<file path="src/rtl/uart_pkg.sv">
// Shared UART constants: frame format, default baud divider, and receiver state encoding.
package uart_pkg;

  localparam int UART_CLKS_PER_BIT_9600 = 10416;
  localparam int DATA_BITS = 8;
  localparam int STOP_BITS = 1;

  localparam logic [2:0] ST_IDLE      = 3'd0;
  localparam logic [2:0] ST_START     = 3'd1;
  localparam logic [2:0] ST_DATA      = 3'd2;
  localparam logic [2:0] ST_STOP      = 3'd3;
  localparam logic [2:0] ST_WAIT_IDLE = 3'd4;

endpackage

</file>
<file path="src/rtl/uart_rx_if.sv">
// Receive-side byte handshake: holding register, valid/ack, and error pulses.
interface uart_rx_if;
  import uart_pkg::*;

  logic [DATA_BITS-1:0] rdata;
  logic                 rvalid;
  logic                 rack;
  logic                 frame_err;
  logic                 overrun;

  modport master (output rdata, output rvalid, output frame_err, output overrun, input rack);
  modport slave  (input rdata, input rvalid, input frame_err, input overrun, output rack);

endinterface

</file>
<file path="src/rtl/sync_2ff.sv">
// Generic two-flop synchronizer for single-bit asynchronous inputs.
module sync_2ff #(
  parameter logic RESET_VAL = 1'b1
) (
  input  logic clk,
  input  logic reset_n,
  input  logic d,
  output logic q
);

  logic meta;

  always_ff @(posedge clk or negedge reset_n) begin
    if (!reset_n) begin
      meta <= RESET_VAL;
      q    <= RESET_VAL;
    end else begin
      meta <= d;
      q    <= meta;
    end
  end

endmodule

</file>
<file path="src/rtl/uart_rx.sv">
// 8N1 UART receiver with a one-byte holding register and framing/overrun pulses.
//
// state        | meaning
// ST_IDLE      | waiting for rx_s low (start edge)
// ST_START     | half-bit delay, then re-check start bit
// ST_DATA      | sampling 8 data bits at mid-bit, LSB first
// ST_STOP      | sampling stop bit, commit or flag
// ST_WAIT_IDLE | after framing error, wait for line to return high
module uart_rx
  import uart_pkg::*;
#(
  parameter int CLKS_PER_BIT = UART_CLKS_PER_BIT_9600,
  parameter int HALF_BIT     = CLKS_PER_BIT / 2
) (
  input  logic      clk,
  input  logic      reset_n,
  input  logic      rx,
  output logic      busy,
  uart_rx_if.master rif
);

  localparam int CW = $clog2(CLKS_PER_BIT);
  localparam logic [CW-1:0] HALF_RELOAD = CW'(HALF_BIT - 1);
  localparam logic [CW-1:0] BIT_RELOAD  = CW'(CLKS_PER_BIT - 1);
  localparam logic [2:0]    LAST_BIT    = 3'(DATA_BITS - 1);

  logic                 rx_s;
  logic [2:0]           state;
  logic [CW-1:0]        cnt;
  logic [2:0]           bitidx;
  logic [DATA_BITS-1:0] shreg;
  logic [DATA_BITS-1:0] rdata_q;
  logic                 rvalid_q;
  logic                 frame_err_q;
  logic                 overrun_q;

  sync_2ff #(.RESET_VAL(1'b1)) u_sync (
    .clk     (clk),
    .reset_n (reset_n),
    .d       (rx),
    .q       (rx_s)
  );

  always_ff @(posedge clk or negedge reset_n) begin
    if (!reset_n) begin
      state       <= ST_IDLE;
      cnt         <= '0;
      bitidx      <= '0;
      shreg       <= '0;
      rdata_q     <= '0;
      rvalid_q    <= 1'b0;
      frame_err_q <= 1'b0;
      overrun_q   <= 1'b0;
    end else begin
      frame_err_q <= 1'b0;
      overrun_q   <= 1'b0;
      if (rvalid_q && rif.rack)
        rvalid_q <= 1'b0;

      case (state)
        ST_IDLE: begin
          if (!rx_s) begin
            cnt   <= HALF_RELOAD;
            state <= ST_START;
          end
        end
        ST_START: begin
          if (cnt != '0) begin
            cnt <= cnt - 1'b1;
          end else if (rx_s) begin
            state <= ST_IDLE;
          end else begin
            cnt    <= BIT_RELOAD;
            bitidx <= '0;
            state  <= ST_DATA;
          end
        end
        ST_DATA: begin
          if (cnt != '0) begin
            cnt <= cnt - 1'b1;
          end else begin
            shreg[bitidx] <= rx_s;
            cnt           <= BIT_RELOAD;
            if (bitidx == LAST_BIT)
              state <= ST_STOP;
            else
              bitidx <= bitidx + 1'b1;
          end
        end
        ST_STOP: begin
          if (cnt != '0) begin
            cnt <= cnt - 1'b1;
          end else if (rx_s) begin
            state <= ST_IDLE;
            // An ack in the same cycle frees the register for the new byte.
            if (!rvalid_q || rif.rack) begin
              rdata_q  <= shreg;
              rvalid_q <= 1'b1;
            end else begin
              overrun_q <= 1'b1;
            end
          end else begin
            frame_err_q <= 1'b1;
            state       <= ST_WAIT_IDLE;
          end
        end
        ST_WAIT_IDLE: begin
          if (rx_s)
            state <= ST_IDLE;
        end
        default: state <= ST_IDLE;
      endcase
    end
  end

  assign busy          = (state != ST_IDLE);
  assign rif.rdata     = rdata_q;
  assign rif.rvalid    = rvalid_q;
  assign rif.frame_err = frame_err_q;
  assign rif.overrun   = overrun_q;

endmodule

</file>
<file path="src/flat_wrapper.sv">
// flat-port wrapper written by rule: the top's interface ports become plain ports
module uart_rx_flat import uart_pkg::*;
#(
  parameter int CLKS_PER_BIT = UART_CLKS_PER_BIT_9600,
  parameter int HALF_BIT     = CLKS_PER_BIT / 2
)
  (clk, reset_n, rx, busy, rif_rdata, rif_rvalid, rif_frame_err, rif_overrun, rif_rack);
  uart_rx_if rif_i ();
  input  logic clk;
  input  logic reset_n;
  input  logic rx;
  output logic busy;
  output wire logic [$bits(rif_i.rdata)-1:0] rif_rdata;
  output wire logic [$bits(rif_i.rvalid)-1:0] rif_rvalid;
  output wire logic [$bits(rif_i.frame_err)-1:0] rif_frame_err;
  output wire logic [$bits(rif_i.overrun)-1:0] rif_overrun;
  input wire logic [$bits(rif_i.rack)-1:0] rif_rack;
  assign rif_rdata = rif_i.rdata;
  assign rif_rvalid = rif_i.rvalid;
  assign rif_frame_err = rif_i.frame_err;
  assign rif_overrun = rif_i.overrun;
  assign rif_i.rack = rif_rack;
  uart_rx #(.CLKS_PER_BIT(CLKS_PER_BIT), .HALF_BIT(HALF_BIT)) u_core (.clk(clk), .reset_n(reset_n), .rx(rx), .busy(busy), .rif(rif_i));
endmodule
</file>
<file path="config.mk">
export PLATFORM = sky130hd
export DESIGN_NAME = uart_rx_flat
export DESIGN_NICKNAME = d
export VERILOG_FILES = /design/src/rtl/uart_pkg.sv /design/src/rtl/uart_rx_if.sv /design/src/rtl/sync_2ff.sv /design/src/rtl/uart_rx.sv /design/src/flat_wrapper.sv
export SDC_FILE = /design/constraint.sdc
export NUM_CORES = 1
export LEC_CHECK = 0
export ABC_AREA = 1
export CORE_AREA = 2 2 69 120
export CTS_CLUSTER_DIAMETER = 50
export DETAILED_ROUTE_END_ITERATION = 12
export DIE_AREA = 0 0 71 122
export GPL_TIMING_DRIVEN = 0
export PLACE_DENSITY_LB_ADDON = 0.05
export SLEW_MARGIN = 20
export SYNTH_ARGS = -nofsm -noshare
export SYNTH_HDL_FRONTEND = slang
export SYNTH_HIERARCHICAL = 1
export SYNTH_SLANG_ARGS = --single-unit
</file>
<file path="constraint.sdc">
create_clock -name clk -period 1.7 [get_ports clk]
set_input_delay 0.255 -clock clk [delete_from_list [all_inputs] [get_ports clk]]
set_output_delay 0.255 -clock clk [all_outputs]
set_load 0.02 [all_outputs]
</file>
# Word level (Yosys, flattened, before mapping)
# Index checks and enable logic that the tools add are counted.
# totals
register_bits,41
output_inout_bits,12
elab_cells,79
# op_classes
n_addsub,2
n_lt_le_gt_ge,2
eq_ne,15
mux,35
bitwise_logic,1
reduce_logical,14
# op_table
operator,n
$mux W14,5
$pmux W14 S4,1
$mux W3,11
$pmux W3 S5,1
$ne A2 B2 Y1 const B,7
$reduce_bool A14 Y1,1
$sub A14 B1 Y14 const B,1
$mux W1,13
$bwmux W8,1
$reduce_and A4 Y1,2
$eq A3 B2 Y1 const B,2
$eq A3 B3 Y1 const B,2
$pmux W3 S2,1
$reduce_and A6 Y1,1
$reduce_and A5 Y1,1
$lt A3 B4 Y1 const B,1
$ne A2 B1 Y1 const B,2
$reduce_bool A4 Y1,1
$add A3 B1 Y3 const B,1
$demux W1 S3,1
$eq A3 B1 Y1 const B,1
$ge A3 B1 Y1 const B,1
$logic_not A3 Y1,1
$ne A3 B2 Y1 const B,1
8 further kinds,9

# Depth between registers and ports, before layout
# Gate-level depths: netlist of the first run.
# logic_depth
word_depth,6
depth_mapped,10
ltp_nobuf,10

# Cells and area by module
# Netlist of the first run, hierarchy kept.
# modules_own_cells
module,n_inst,cells_per_inst,area_each_um2,seq_area_each_um2
uart_rx,1,291,2194.6,975.9
sync_2ff,1,2,52.6,52.6

# Worst setup path before layout of the first run
# Ideal clock, no wire load.
# synth_path
kind,register -> register
from,register u_core.cnt[0]
to,"register u_core.rdata_q[0], in the netlist u_core/rif.rdata[0]"
arrival_time_ns,1.472
required_time_ns,1.583
path_slack_ns,0.111
stages_incl_launch_ff,10
path_buffers,0
period_less_slack_ns,1.589
cell_sequence,dfrtp_1 inv_1 ha_1 nand3_2 nor2_4 nand2_4 nor3_4 nand2_4 nand2_1 nand2_1
# synth_between
elab_chain_len,3
# synth_lines
element,line,source
from (decl),uart_rx.sv:29,logic [CW-1:0] cnt;
from (signal assigned),uart_rx.sv:69,cnt <= cnt - 1'b1;
from (signal assigned),uart_rx.sv:80,cnt <= cnt - 1'b1;
from (signal assigned),uart_rx.sv:92,cnt <= cnt - 1'b1;
$reduce_bool A14 Y1,uart_rx.sv:91,if (cnt != '0) begin
$not A1 Y1 (no line),-,
$reduce_and A4 Y1 (no line),-,
to (signal assigned),uart_rx.sv:97,rdata_q <= shreg;
to (decl),uart_rx.sv:32,logic [DATA_BITS-1:0] rdata_q;
# Every way passes these cells.
# A chain may end at the register's enable or synchronous reset.

# Worst setup path in the final report of the first run
# layout_path
from,register u_core.cnt[0]
to,"register u_core.rdata_q[7], in the netlist u_core/rif.rdata[7]"
# The elaborated chain is that of the path after synthesis.

==> results of run 1 <==
==> kinds of logic (layout without fill, tap and decap cells) <==
family                   count (synthesis)  count (layout)
AO/OA/AOI/OAI                           29              29
XOR/XNOR                                 4               4
adder cells (fa/ha/maj)                  4               4
buffers and inverters                   40              75
flip-flops                              41              41
AND/OR/NAND/NOR                        175             175
==> synth_stat cells, drive strengths merged <==
cell type,count,area [sq um]
o21bai,1,7.51
xor2,4,35.0
ha,4,50.1
nand4,5,31.3
dfrtp,39,976
a21oi,8,43.8
nand2,90,363
buf,1,7.51
inv,38,143
clkbuf,1,3.75
o211ai,1,7.51
nor3,7,57.6
o21ai,19,95.1
nand3,35,190
dfstp,2,52.6
nor2,37,176
nand3b,1,7.51
==> timing repair <==
| item | 4_1_cts | 5_1_grt |
|---|---|---|
| endpoints found under the hold margin | 13 | 0 |
| pin swaps | 5 | 10 |
| hold buffers | 1 | 0 |
| setup buffers | 5 | 5 |
| resized for setup | 16 | 34 |
| setup endpoints to repair | 31 | 31 |
==> critical path: stages (launching register included) <==
cell and delay [ns]:
dfrtp_1 0.39, inv_2 0.10, ha_4 0.16, nand3_4 0.10, nor2_4 0.13, nand2_4 0.09, nor3_4 0.31, nand2_4 0.15
nand2_1 0.09, nand2_1 0.04
==> final cells by class <==
| cell class | instances | share of cell area, % |
|---|---|---|
| tap | 90 | 3.81 |
| clock buffer | 6 | 4.36 |
| buffer | 2 | 0.508 |
| inverter | 38 | 5.21 |
| multi-input combinational | 212 | 40.7 |
| clock inverter | 2 | 1.18 |
| sequential | 41 | 34.9 |
| timing repair buffer | 27 | 9.35 |
==> cells in the final DEF (no fill, tap or decap), types with 2 or more instances in the layout <==
cell type,instances
nor2_4,11
clkbuf_1,2
dfrtp_1,37
buf_4,5
nor2_1,22
inv_1,28
clkbuf_16,5
nand2_4,4
nand3_2,2
xor2_1,4
a21oi_1,5
nor2_2,4
o21ai_0,11
nand2_2,4
inv_2,7
buf_6,5
dfstp_2,2
o21ai_1,7
nor3_1,4
a21oi_2,2
buf_12,2
ha_1,3
nand2_1,82
clkdlybuf4s50_1,13
nand3_4,3
nand3_1,30
dfrtp_2,2
nand4_1,5
nor3_4,2
==> report_power, final <==
group / leakage, nW / switching (mW) / total [mW] / internal (mW)
logic: 0.765 / 0.0328 / 0.0506 / 0.0177
registers: 0.528 / 0.000886 / 0.981 / 0.980
clock network: 0.0808 / 0.387 / 1.08 / 0.691
==> through the flow <==
step           setup TNS, ns  cells  cell area, sq um  util (%)  worst slack [ns]
3_3_place_gp          -40.21    398              2510      32.2            -0.910
3_5_place_dp           -4.23    399              2520      32.4            -0.226
6_report                   0    418              2960      37.9            0.0261
5_1_grt               -0.770    418              2960      37.9           -0.0865
2_1_floorplan              0    293              2250         -             0.111
4_1_cts                    0    413              2800      35.9           0.00386
==> registers in the layout, summed over array words and instances, names as in the netlist <==
| signal | count |
|---|---|
| u_core/rif.overrun | 1 |
| u_core/shreg | 8 |
| u_core/u_sync/q | 1 |
| u_core/u_sync/meta | 1 |
| u_core/rif.frame_err | 1 |
| u_core/rif.rvalid | 1 |
| u_core/rif.rdata | 8 |
| u_core/bitidx | 3 |
| u_core/state | 3 |
| u_core/cnt | 14 |
==> routing by layer <==
metal  wire length (um)  vias up  part of all wire [%]  track usage [%]
met5                  0        -                     0                0
met4                222        0                   3.9             7.08
met3                121       15                   2.1             2.65
met2               3210       32                    57             28.5
met1               2090      902                    37             13.3
li1                   -     1006                     -                -
==> worst max path at each step <==
stage | start | slack (ns) | to
floorplan | u_core/cnt[0] | 0.11 | u_core/rif.rdata[0]
global placement | reset_n | -0.91 | u_core/cnt[8]
detailed placement | u_core/cnt[0] | -0.23 | u_core/rif.rdata[0]
CTS | u_core/u_sync/q | 0.004 | u_core/cnt[3]
global route | u_core/cnt[0] | -0.09 | u_core/rif.rdata[4]
finish | u_core/cnt[0] | 0.03 | u_core/rif.rdata[7]
==> flow_metrics.py, run 1 <==
metrics = {
    "routing": {
        "via_count": 1955,
        "vias_per_cell": 4.68,
        "wl_mm": 5.64,
        "drt-pass1-iter-count": 4,
        "drc_errors": 0,
        "ant_nets": 0,
        "wire_per_inst_um": 13.5,
        "drt-initial-drc-count": 42,
    },
    "cts": {
        "cts.sinks": 41,
        "clk_latency_ns": 0.28,
        "cts_tree": "done",
        "cts_buffers": 5,
        "htree_levels": 2,
        "clk_pin_slew_worst_paths_ns": 0.06,
        "clockBufferDepth": 2,
        "clockRootBuffer": "clkbuf_16",
    },
    "cells_and_area": {
        "multi_input_area_sq_um": 1200,
        "n_antenna_cell": 0,
        "layout.nets": 335,
        "drive_gt1_share_pct": 21.3,
        "regArea_sq_um": 1030,
        "area_growth_pct": 31.6,
        "fill_cells": 833,
    },
    "logic_synthesis": {
        "synth_area_sq_um": 2250,
        "synth_fp_nets": 301,
        "synth_compound_area_share_pct": 6.85,
        "synth-xor-area-share_pct": 1.56,
        "syn_inst": 293,
        "ys_types": 26,
        "synthMuxAreaShare_pct": 0,
        "yosysWarnings": 6,
        "synth_fa_ha_area_share_pct": 2.23,
        "synth_top_family_by_area": "simple AND/OR/NAND/NOR gates",
        "synth-seq-cells": 41,
        "synth-simple-area-share_pct": 36.7,
        "synth.yosys.seq_area_share_pct": 45.8,
        "avgSynthCellArea_sq_um": 7.67,
    },
    "setup_path": {
        "crit_type": "flop to flop",
        "required_ns": 1.87,
        "worstPathArrival_ns": 1.85,
        "start_kind": "flop",
        "critPathMaxFanout": 8,
        "crit_path_end_kind": "flop",
        "reg2reg_from": "u_core/cnt[0]",
        "timing.rr.end": "u_core/rif.rdata[7]",
        "rrSetupSlack_ns": 0.03,
        "r2r_cells": 9,
    },
    "sta": {
        "hold_slack_ns": 0.356,
        "min_period_ns": 1.67,
        "rsz0062_at_grt": "yes",
        "worst_pin_slew_ns": 0.520,
        "slew_violations": 0,
        "period_share_pct": 98.5,
        "slew-limit-headroom_pct": 65.3,
        "finalSetupViolations": 0,
        "finalHoldViolCount": 0,
        "fmax_ghz": 0.597,
        "fin_skew_ns": 0.00414,
    },
    "power_and_ir_drop": {
        "ir_worst_vdd_mv": 0.358,
        "power.density_nw_per_um2": 713,
        "p_leak_nw": 1.37,
        "total_power_mw": 2.11,
    },
    "floorplanning": {
        "die_x_um": 71,
        "core_sq_um": 7800,
        "die_h_um": 122,
        "start_util_pct": 28.8,
        "die_area_sq_um": 8660,
        "row_count": 43,
        "pin_count": 16,
    },
    "min_path": {
        "min_path_type": "flop to flop",
        "whs_path_depth": 0,
        "min-delay-start": "u_core/u_sync/meta",
        "hold-path-endpoint": "u_core/u_sync/q",
    },
    "global_routing": {
        "antenna_found_initial": 0,
        "grt_pass1_wl_mm": 9.46,
        "grt_usage_pct": 14.3,
        "overflow": 0,
        "grt_max_degree": 29,
        "grt_pass1_vias": 1958,
    },
    "run_status": {
        "status": "finished clean",
    },
    "run": {
        "max_cap_viol_count": 0,
    },
    "placement": {
        "dp_hpwl_mm": 4.32,
        "io_buffer_count": 15,
        "place_congestion": 0.769,
    },
}
No activity file was read; power rests on OpenSTA's default activity.
==> run 2, diff against run 1 <==
--- a/config.mk
+++ b/config.mk
@@ -6,10 +6,11 @@
 export NUM_CORES = 1
 export LEC_CHECK = 0
 export ABC_AREA = 1
-export CORE_AREA = 2 2 69 120
+export CAP_MARGIN = 20
+export CORE_AREA = 3 3 55 95
 export CTS_CLUSTER_DIAMETER = 50
 export DETAILED_ROUTE_END_ITERATION = 12
-export DIE_AREA = 0 0 71 122
+export DIE_AREA = 0 0 58 98
 export GPL_TIMING_DRIVEN = 0
 export PLACE_DENSITY_LB_ADDON = 0.05
 export SLEW_MARGIN = 20
==> run 2 against run 1 <==
Setup slack improved by 0.015 ns. Global-route usage increased by 6.3 points. Non-clock buffer count unchanged. Sequential cell count did not move. Fmax grew 0.91%. Die area decreased by 34%. First-iteration DRC count grew 7.1%. Cell area is 6.2% lower. Wire length decreased by 7.8%.
==> flow_metrics.py, run 2 (synthesis gave the netlist of run 1 again) <==
metrics = {
    "setup_path": {
        "rrSetupSlack_ns": 0.04,
        "r2r_cells": 10,
        "critPathMaxFanout": 8,
        "start_kind": "flop",
        "crit_type": "flop to flop",
        "timing.rr.end": "u_core/rif.rdata[1]",
        "crit_path_end_kind": "flop",
        "reg2reg_from": "u_core/cnt[1]",
        "worstPathArrival_ns": 1.84,
        "required_ns": 1.88,
    },
    "sta": {
        "setup_tns_ns": 0,
        "rsz0062_at_grt": "yes",
        "hold_slack_ns": 0.359,
        "worst_pin_slew_ns": 0.449,
        "finalSetupViolations": 0,
        "finalHoldViolCount": 0,
        "fin_ws_ns": 0.0413,
        "min_period_ns": 1.66,
        "period_share_pct": 97.6,
        "slew-limit-headroom_pct": 70.1,
        "fmax_ghz": 0.603,
        "slew_violations": 0,
        "fin_skew_ns": 0.00483,
    },
    "cells_and_area": {
        "fin_util_pct": 61.9,
        "regMostFlops": "u_core/cnt",
        "layout_common_cells": "82 x nand2_1, 36 x dfrtp_1, 30 x inv_1, 30 x nand3_1, 27 x nor2_1",
        "largest_reg_flops": 14,
        "fill_cells": 433,
        "regArea_sq_um": 1030,
        "area_growth_pct": 23.4,
        "layout.nets": 335,
        "fin_cells": 379,
        "multi_input_area_sq_um": 1130,
        "n_antenna_cell": 0,
        "fin_area_sq_um": 2770,
        "drive_gt1_share_pct": 18.6,
        "final_common_cell": "nand2_1",
    },
    "cts": {
        "clockRootBuffer": "clkbuf_8",
        "cts.sinks": 41,
        "clockBufferDepth": 2,
        "clk_latency_ns": 0.29,
        "cts_buffers": 5,
        "clk_pin_slew_worst_paths_ns": 0.08,
        "cts_tree": "done",
        "htree_levels": 2,
    },
    "global_routing": {
        "overflow": 0,
        "grt_pass1_wl_mm": 9.05,
        "grt_usage_pct": 20.6,
        "top_usage_layer": "met2",
        "grt_max_degree": 27,
        "antenna_found_initial": 0,
        "met1_usage_pct": 22.3,
        "met3_usage_pct": 2.78,
        "grt_pass1_vias": 2016,
        "grt_util_met2_pct": 38.8,
    },
    "placement": {
        "placed_cell_area_sq_um": 2480,
        "io_buffer_count": 15,
        "dp.cells": 360,
        "dp_hpwl_mm": 3.86,
        "post-place-ws_ns": -0.170,
        "place_congestion": 0.834,
    },
    "routing": {
        "wire_per_inst_um": 13.7,
        "drt-initial-drc-count": 45,
        "ant_nets": 0,
        "wl_mm": 5.20,
        "via_count": 1970,
        "vias_per_cell": 5.20,
        "drc_errors": 0,
        "drt-pass1-iter-count": 4,
    },
    "min_path": {
        "whs_path_depth": 0,
        "min-delay-start": "u_core/u_sync/meta",
        "min_path_type": "flop to flop",
        "hold-path-endpoint": "u_core/u_sync/q",
    },
    "floorplanning": {
        "pin_count": 16,
        "start_util_pct": 50.1,
        "die_h_um": 98,
        "die_area_sq_um": 5680,
        "row_count": 32,
        "die_x_um": 58,
        "core_sq_um": 4480,
    },
    "run": {
        "max_cap_viol_count": 0,
    },
    "power_and_ir_drop": {
        "internal-power_mw": 1.47,
        "power.density_nw_per_um2": 664,
        "switching_share_pct": 19.9,
        "p_leak_nw": 1.34,
        "p_comb_share_pct": 2.6,
        "p_seq_share_pct": 53.2,
        "p_sw_mw": 0.367,
        "clkPwrFrac_pct": 44.2,
        "ir_worst_vdd_mv": 0.542,
        "total_power_mw": 1.84,
    },
    "run_status": {
        "status": "finished clean",
    },
}
-- run 2: cell count changes in the layout (fill, tap and decap cells not counted), moves of 2 or more --
cell / previous run / this run
nand2_4: 4 / 2
nor2_1: 22 / 27
nand3_4: 3 / 1
inv_1: 28 / 30
nand3_2: 2 / 4
nor2_4: 11 / 6
clkbuf_8: 0 / 6
buf_6: 5 / 2
buf_4: 5 / 8
clkbuf_16: 5 / 0
-- run 2: timing repair --
| item | in CTS | in global routing |
|---|---|---|
| resized for setup | 13 | 14 |
| pin swaps | 2 | 5 |
| setup endpoints to repair | 23 | 29 |
| cloned | 1 | 0 |
| hold buffers | 1 | 0 |
| buffers inserted | 6 | 4 |
| endpoints found under the hold margin | 13 | 0 |
-- run 2: worst max path at each step --
| stage | start | endpoint | slack (ns) | cells past startpoint |
|---|---|---|---|---|
| after floorplan | u_core/cnt[0] | u_core/rif.rdata[0] | 0.11 | 9 |
| after global placement | reset_n | u_core/rif.rdata[0] | -0.73 | 1 |
| after detailed placement | u_core/cnt[0] | u_core/rif.rdata[6] | -0.17 | 9 |
| after CTS | u_core/u_sync/q | u_core/rif.rdata[7] | 0.002 | 8 |
| after global routing | u_core/cnt[1] | u_core/rif.rdata[6] | -0.06 | 10 |
| final | u_core/cnt[1] | u_core/rif.rdata[1] | 0.04 | 10 |
-- run 2: routing by layer --
| metal | up-vias | wire length, um |
|---|---|---|
| met5 | - | 0 |
| met1 | 936 | 1950 |
| met3 | 10 | 97 |
| met4 | 0 | 123 |
| met2 | 22 | 3030 |
| li1 | 1002 | - |
-- run 2: critical path, stage by stage (launching register included) --
cell     delay, ns
dfrtp_1       0.40
inv_2         0.10
ha_4          0.15
nand3_4       0.09
nor2_4        0.12
nand2_4       0.09
nor3_4        0.25
buf_12        0.16
nand2_8       0.07
nand2_1       0.06
nand2_1       0.05
-- run 2: cell type report --
cell class | instances | area share, %
clock buffer | 7 | 3.11
tap | 51 | 2.30
sequential | 41 | 37.2
inverter | 38 | 5.28
buffer | 2 | 0.541
timing repair buffer | 27 | 9.56
multi-input combinational | 212 | 40.9
clock inverter | 1 | 1.08
-- run 2: power groups by stage --
stage               clock, mW  sequential [mW]  combinational (mW)
finish                  0.814            0.979              0.0480
detailed placement          0            0.998              0.0433
floorplan                   0            0.999             0.00912
CTS                     0.833            0.979              0.0488
global placement            0            0.998              0.0391
global route            0.873            0.980              0.0542
==> run 3, diff against run 2 <==
--- a/config.mk
+++ b/config.mk
@@ -7,13 +7,12 @@
 export LEC_CHECK = 0
 export ABC_AREA = 1
 export CAP_MARGIN = 20
-export CORE_AREA = 3 3 55 95
+export CORE_AREA = 3 3 59 89
 export CTS_CLUSTER_DIAMETER = 50
 export DETAILED_ROUTE_END_ITERATION = 12
-export DIE_AREA = 0 0 58 98
-export GPL_TIMING_DRIVEN = 0
+export DIE_AREA = 0 0 62 92
 export PLACE_DENSITY_LB_ADDON = 0.05
-export SLEW_MARGIN = 20
+export SLEW_MARGIN = 0
 export SYNTH_ARGS = -nofsm -noshare
 export SYNTH_HDL_FRONTEND = slang
 export SYNTH_HIERARCHICAL = 1
==> run 3 against run 2 <==
Worst hold slack better by 0.0015 ns. First-iteration DRC count is 62% higher. Combinational power shrank 5.6%. Cell area rose by 3.6%. Clock power fell by 2%. Total power down 0.97%. Largest cell class unchanged.
==> flow_metrics.py, run 3 (synthesis gave the netlist of run 1 again) <==
metrics = {
    "run_status": {
        "status": "finished clean",
    },
    "routing": {
        "vias_per_cell": 4.98,
        "ant_nets": 0,
        "wl_mm": 5.05,
        "drt-pass1-iter-count": 4,
        "drc_errors": 0,
        "via_count": 1987,
        "wire_per_inst_um": 12.6,
        "drt-initial-drc-count": 73,
    },
    "cts": {
        "clockBufferDepth": 2,
        "clk_pin_slew_worst_paths_ns": 0.07,
        "clk_latency_ns": 0.29,
        "cts.sinks": 41,
        "htree_levels": 2,
        "cts_buffers": 5,
        "cts_tree": "done",
        "clockRootBuffer": "clkbuf_8",
    },
    "sta": {
        "fin_skew_ns": 0.00609,
        "hold_slack_ns": 0.360,
        "worst_pin_slew_ns": 0.478,
        "slew_violations": 0,
        "period_share_pct": 97.2,
        "finalSetupViolations": 0,
        "slew-limit-headroom_pct": 68.1,
        "min_period_ns": 1.65,
        "rsz0062_at_grt": "yes",
        "fin_ws_ns": 0.0483,
        "fmax_ghz": 0.605,
        "finalHoldViolCount": 0,
    },
    "cells_and_area": {
        "layout.nets": 342,
        "regArea_sq_um": 1030,
        "drive_gt1_share_pct": 20.0,
        "fill_cells": 406,
        "regMostFlops": "u_core/cnt",
        "final_common_cell": "nand2_1",
        "multi_input_area_sq_um": 1150,
        "largest_reg_flops": 14,
        "n_antenna_cell": 0,
        "fin_cells": 399,
        "layout_common_cells": "81 x nand2_1, 39 x dfrtp_1, 31 x inv_1",
        "area_growth_pct": 27.8,
    },
    "setup_path": {
        "start_kind": "flop",
        "startpoint": "u_core/cnt[10]",
        "required_ns": 1.89,
        "crit_type": "flop to flop",
        "worstPathArrival_ns": 1.84,
        "crit_path_end_kind": "flop",
        "reg2reg_from": "u_core/cnt[10]",
        "critPathMaxFanout": 8,
    },
    "placement": {
        "place_congestion": 0.890,
        "io_buffer_count": 15,
        "dp.cells": 385,
        "post-place-ws_ns": -0.0491,
        "dp_hpwl_mm": 3.78,
    },
    "global_routing": {
        "grt_pass1_vias": 1909,
        "grt_usage_pct": 19.7,
        "grt_pass1_wl_mm": 8.35,
        "antenna_found_initial": 0,
        "grt_max_degree": 23,
        "overflow": 0,
    },
    "floorplanning": {
        "pin_count": 16,
        "row_count": 30,
        "die_x_um": 62,
        "start_util_pct": 49.5,
        "die_area_sq_um": 5700,
        "die_h_um": 92,
        "core_sq_um": 4540,
    },
    "min_path": {
        "min-delay-start": "u_core/u_sync/meta",
        "min_path_type": "flop to flop",
    },
    "power_and_ir_drop": {
        "power.density_nw_per_um2": 635,
        "ir_worst_vdd_mv": 0.466,
        "p_leak_nw": 1.40,
        "total_power_mw": 1.82,
    },
    "run": {
        "max_cap_viol_count": 0,
    },
}
[run 3: cell types whose count changed in the layout (fill, tap and decap cells not counted), moves of 2 or more]
cell     delta
buf_4       +8
dfrtp_1     +3
dfrtp_2     -3
nor2_4      +3
nor2_2      -2
o21ai_0     -2
o21ai_1     +2
[run 3: metrics by stage]
step	util [%]	TNS, ns	area (sq um)
floorplan	-	0	2250
global placement	57.2	0	2600
detailed placement	57.2	-0.0984	2600
CTS	60.3	0	2740
global route	63.3	-0.211	2870
finish	63.3	0	2870
[run 3: final timing paths]
path,slack [ns],depth (start not counted),to
setup / recovery,0.05,9,u_core/rif.rdata[4]
hold / removal,0.36,0,u_core/u_sync/q
setup reg to reg,0.05,9,u_core/rif.rdata[4]
hold reg to reg,0.36,0,u_core/u_sync/q
max in group asynchronous,0.76,3,u_core/state[1]
min in group asynchronous,0.46,2,u_core/rif.overrun
[run 3: metal layers]
| layer | global-route usage, % | part of all wire (%) |
|---|---|---|
| met5 | 0 | 0 |
| met4 | 12.4 | 3.7 |
| met3 | 3.94 | 2.9 |
| met2 | 33.1 | 55 |
| met1 | 21.0 | 38 |
[run 3: area by class of cell]
cell class | instances | area share (%)
sequential | 41 | 35.8
multi-input combinational | 212 | 40.2
timing repair buffer | 36 | 12.2
clock buffer | 7 | 3.01
inverter | 38 | 4.97
clock inverter | 1 | 1.05
tap | 64 | 2.79
[run 3: critical path, stage by stage, from the launching register on]
cell     delay (ns)
dfrtp_1        0.43
nor2_2         0.15
nand2_2        0.13
nor2_4         0.15
nand2_4        0.08
nor3_4         0.26
buf_12         0.16
nand2_8        0.07
nand2_1        0.07
nand2_1        0.04
[run 3: power by group]
part | switching (mW) | internal [mW] | total [mW]
combinational | 0.0300 | 0.0154 | 0.0453
sequential | 0.00101 | 0.979 | 0.980
clock | 0.319 | 0.479 | 0.798
total | 0.350 | 1.47 | 1.82
[run 3: timing repair]
action	CTS	global route
hold buffers	1	0
buffers inserted	0	4
pin swaps	0	5
resized for setup	5	23
setup endpoints to repair	5	32
gates cloned	0	1
hold endpoints to repair	17	0
